<file path="src/rtl/deadlock_idx0_monitor.sv">
// ----------------------------------------------------------------------------
// deadlock_idx0_monitor
//
// Per-kernel deadlock detector for an HLS-generated accelerator.
//
// The block samples AXI-Stream "port blocked" flags and sub-instance idle
// flags. It decides whether every active instance of the kernel is stalled
// on a stream. When that raw verdict holds for STABLE_CYCLES consecutive
// cycles, it raises a registered block flag. The flag is used only for
// simulation/debug reporting and does not touch the kernel datapath.
//
// Ports:
//   clock            in   1       kernel clock, rising edge
//   reset            in   1       asynchronous reset, active low
//   axis_block_sigs  in   N_AXIS  bit j = stream port j is blocked
//   inst_idle_sigs   in   N_INST  bit i = instance i is idle (bit 0 tied 0)
//   inst_block_sigs  in   1       external stall request for the kernel top
//   block            out  1       registered, debounced deadlock flag
// ----------------------------------------------------------------------------
module deadlock_idx0_monitor #(
    parameter int unsigned N_AXIS        = 4,
    parameter int unsigned N_INST        = 4,
    localparam int unsigned IDXW         = (N_INST > 1) ? $clog2(N_INST) : 1,
    parameter logic [N_AXIS*IDXW-1:0] AXIS_OWNER  = {2'd3, 2'd2, 2'd2, 2'd1},
    parameter logic [N_INST*IDXW-1:0] INST_PARENT = {2'd2, 2'd0, 2'd0, 2'd0},
    parameter int unsigned STABLE_CYCLES = 2
) (
    input  logic              clock,
    input  logic              reset,
    input  logic [N_AXIS-1:0] axis_block_sigs,
    input  logic [N_INST-1:0] inst_idle_sigs,
    input  logic [0:0]        inst_block_sigs,
    output logic              block
);

    localparam logic [7:0] CNT_MAX = 8'(STABLE_CYCLES);
    localparam logic [8:0] CNT_THR = 9'(STABLE_CYCLES);

    logic [N_INST-1:0] w_own_blk;
    logic [N_INST-1:0] w_sub_blk;
    logic [N_INST-1:0] w_stalled;
    logic              w_any_blk;
    logic              w_all_idle;
    logic              w_raw;
    logic              w_unused_idle0;

    logic [7:0]        r_cnt;
    logic              r_block;

    // Bit 0 of the idle vector is tied off by the integrator. The kernel
    // top's stall state comes from the external request instead.
    assign w_unused_idle0 = inst_idle_sigs[0];

    // Each stream contributes to the instance that owns it.
    always_comb begin
        w_own_blk = '0;
        for (int unsigned i = 0; i < N_INST; i++) begin
            for (int unsigned j = 0; j < N_AXIS; j++) begin
                if (AXIS_OWNER[j*IDXW +: IDXW] == IDXW'(i)) begin
                    w_own_blk[i] = w_own_blk[i] | axis_block_sigs[j];
                end
            end
        end
    end

    // Pushes child blocks up the static instance tree. N_INST relaxation
    // passes cover any tree depth without a combinational loop.
    always_comb begin
        w_sub_blk = w_own_blk;
        for (int unsigned p = 0; p < N_INST; p++) begin
            for (int unsigned k = 1; k < N_INST; k++) begin
                for (int unsigned i = 0; i < N_INST; i++) begin
                    if (INST_PARENT[k*IDXW +: IDXW] == IDXW'(i)) begin
                        w_sub_blk[i] = w_sub_blk[i] | w_sub_blk[k];
                    end
                end
            end
        end
    end

    always_comb begin
        w_stalled    = '0;
        w_stalled[0] = inst_block_sigs[0] | w_sub_blk[0];
        for (int unsigned i = 1; i < N_INST; i++) begin
            w_stalled[i] = inst_idle_sigs[i] | w_sub_blk[i];
        end
    end

    assign w_any_blk  = (|axis_block_sigs) | inst_block_sigs[0];
    assign w_all_idle = &inst_idle_sigs[N_INST-1:1];
    assign w_raw      = w_any_blk & (&w_stalled) & ~w_all_idle;

    // The counter saturates at STABLE_CYCLES. The flag uses counter + 1 so
    // that it rises on the STABLE_CYCLES-th consecutive edge with raw high.
    always_ff @(posedge clock or negedge reset) begin
        if (!reset) begin
            r_cnt   <= '0;
            r_block <= 1'b0;
        end else begin
            if (w_raw) begin
                if (r_cnt < CNT_MAX) begin
                    r_cnt <= r_cnt + 8'd1;
                end
            end else begin
                r_cnt <= '0;
            end
            r_block <= w_raw && (({1'b0, r_cnt} + 9'd1) >= CNT_THR);
        end
    end

    assign block = r_block;

endmodule

</file>
<file path="config.mk">
export PLATFORM = sky130hd
export DESIGN_NAME = deadlock_idx0_monitor
export DESIGN_NICKNAME = d
export VERILOG_FILES = /design/src/rtl/deadlock_idx0_monitor.sv
export SDC_FILE = /design/constraint.sdc
export NUM_CORES = 1
export LEC_CHECK = 0
export CAP_MARGIN = 20
export CORE_AREA = 2 2 39 41
export CTS_BUF_LIST = sky130_fd_sc_hd__clkbuf_2
export CTS_CLUSTER_DIAMETER = 40
export DETAILED_ROUTE_END_ITERATION = 10
export DIE_AREA = 0 0 41 43
export SETUP_SLACK_MARGIN = 0.3
export SLEW_MARGIN = 20
export SYNTH_ARGS = -nofsm -noshare
export SYNTH_HDL_FRONTEND = slang
export SYNTH_SLANG_ARGS = --single-unit
</file>
<file path="constraint.sdc">
create_clock -name clock -period 1.6 [get_ports clock]
set_input_delay 0.24 -clock clock [delete_from_list [all_inputs] [get_ports clock]]
set_output_delay 0.24 -clock clock [all_outputs]
set_load 0.03 [all_outputs]
</file>
==> results.cfg <==
[run_status]
status = completed

[sta]
hold_viol_final = 0
period_needed_ps = 1438
fin_skew_ps = 4.893
worst_pin_slew_ps = 408.3
slew_viol_final = 0
whs_ps = 276.1
max_slew_margin_pct = 72.70
fmax_ghz = 0.6952
finalSetupViolCount = 0
period_share_pct = 89.90
rsz0062_at_grt = true

[critical_path]
crit_path_end_kind = flip-flop
crit_buf_inv = 0
crit_family = simple AND/OR/NAND/NOR gates
required_ps = 1790
crit_arrival_ps = 1630
slowest_stage = or4_4
cpPeakStageDelay_ps = 540
critPathMaxFanout = 3
crit_path_start_kind = flip-flop
cp_cell_sequence = or4_4 > or3_4 > a21oi_2
critPathKind = reg -> reg

[cells_and_area]
fin_util_pct = 42.41
final_cell_area_um2 = 586.8
drive_above_1_share_pct = 22.22
final_nets = 68
synthToLayoutAreaGrowth_pct = 40.42
diodes = 0

[clocking]
cts-hold-fix-buffers = 0
cts-root-buf = clkbuf_2
htreeDepth = 1
cts_buffers = 3
cts.sinks = 9
clkTransAtPathRegs_ps = 90
clkLatencyLatePin_ps = 250
cts_buffer_depth = 2
cts_tree = built

[floorplan]
die_area_um2 = 1763
core-area_um2 = 1384
die_y_um = 43
rows = 14
io_pins = 12
start_util_pct = 30.20
die_x_um = 41

[synthesis]
syn_inst = 39
yosysTopAreaCellShare_pct = 53.89
ys_seq_area_share_pct = 53.89
synthArstFlopShare_pct = 100.0
syn_area_um2 = 417.9
synth_edf_count = 0
avgSynthCellArea_um2 = 10.72
yosys-top-cells-area = dfrtp_1 (54%), and2_1 (9.0%), ha_1 (6.0%), nor2_1 (4.5%), a21oi_1 (2.4%)
ys_types = 20
yosysWarnings = 0
ys_ff_latch = 9
synth_top_cells_by_count = dfrtp_1 (9), and2_1 (6), nor2_1 (5)
yosysMostFrequentCell = dfrtp_1
synth_top_flop_cell = dfrtp_1
yosys.area.top_type = dfrtp_1
syn_nets = 52

[power]
peakVddDrop_mv = 0.4224
power_density_nw_per_um2 = 1243
p_leak_nw = 0.2693

[grt]
grt_pass1_vias = 328
gr-total-overflow = 0
antenna_found_initial = 0
grt_max_degree = 10
grt_pass1_wl_mm = 1.283
grt_usage_pct = 11.43

[drt]
drt_wl_total_um = 876
drc = 0
post_drt_wl_per_cell_um = 12.51
ant_nets = 0
via_per_inst = 5.043
dr.pass1.iters = 5
vias = 353
drtIter0Drc = 14

[place]
hpwlAfterDp_um = 584.4
portBuffers = 9
place_area_um2 = 528.0
routabilityCongestion = 0.7415

[worst_hold_path]
hold_path_class = in -> async

[run]
max-cap-violations = 0
## sequential cells by signal, summed over array words and instances (netlist names)
name and count:
r_cnt 8, block 1
## cells in the final DEF (no fill, tap or decap), types with 2 or more instances in the layout
cell type        Yosys  routed
nor2_1               5       5
clkbuf_2             0       4
ha_1                 2       2
and2_1               6       6
dfrtp_1              9       9
clkdlybuf4s50_1      0       8
buf_4                0       2
## logic make-up (layout without fill, tap and decap cells)
logic type               count (synthesis)  after routing  share of synthesized area [%]
flip-flops                               9              9                          53.89
AND/OR/NAND/NOR                         18             18                          24.25
buffers and inverters                    1             16                         0.8973
adder cells (fa/ha/maj)                  2              2                          5.987
AO/OA/AOI/OAI                            9              9                          14.97
## through the flow
step	cells	power [mW]	TNS, ps	setup slack, ps
2_1_floorplan	39	0.4596	0	224.9
3_3_place_gp	64	0.5409	-661.0	-111.5
3_5_place_dp	64	0.5457	-644.7	-111.7
4_1_cts	69	0.7027	0	162.1
5_1_grt	70	0.7804	0	96.85
6_report	70	0.7294	0	161.5
## routing by layer
layer	share of wire, %	track usage [%]
met2	46	16.56
met5	0	0
met4	4.8	12.00
met1	46	12.83
met3	2.3	1.571
## worst paths after layout
check	end	from	cells past startpoint	slack [ps]
max	r_cnt[0]	r_cnt[6]	3	160
min	block	reset	1	280
max reg2reg	r_cnt[0]	r_cnt[6]	3	160
min reg2reg	r_cnt[4]	r_cnt[4]	1	510
max in group asynchronous	r_cnt[6]	reset	1	1040
min in group clock	r_cnt[4]	r_cnt[4]	1	510
## area by class of cell
class	instances	area [µm²]
flip-flops and latches	9	225.2
well taps	16	20.02
clock buffers	4	20.02
fillers	135	797.0
repair buffers	11	103.9
inverters	1	3.754
multi-input cells	29	214.0
## what timing repair did
| item | 4_1_cts | 5_1_grt |
|---|---|---|
| hold endpoints to repair | 0 | 0 |
| pin swaps | 0 | 1 |
| endpoints found under the setup margin | 8 | 9 |
| gates resized for setup | 3 | 3 |
| buffers inserted | 1 | 1 |
## power by group
group          switching [mW]  total (mW)  internal [mW]
registers              0.0363       0.301          0.265
logic                   0.131       0.280          0.149
clock network          0.0818       0.148         0.0664
total                   0.249       0.729          0.480
(Power assumes the default switching activity.)
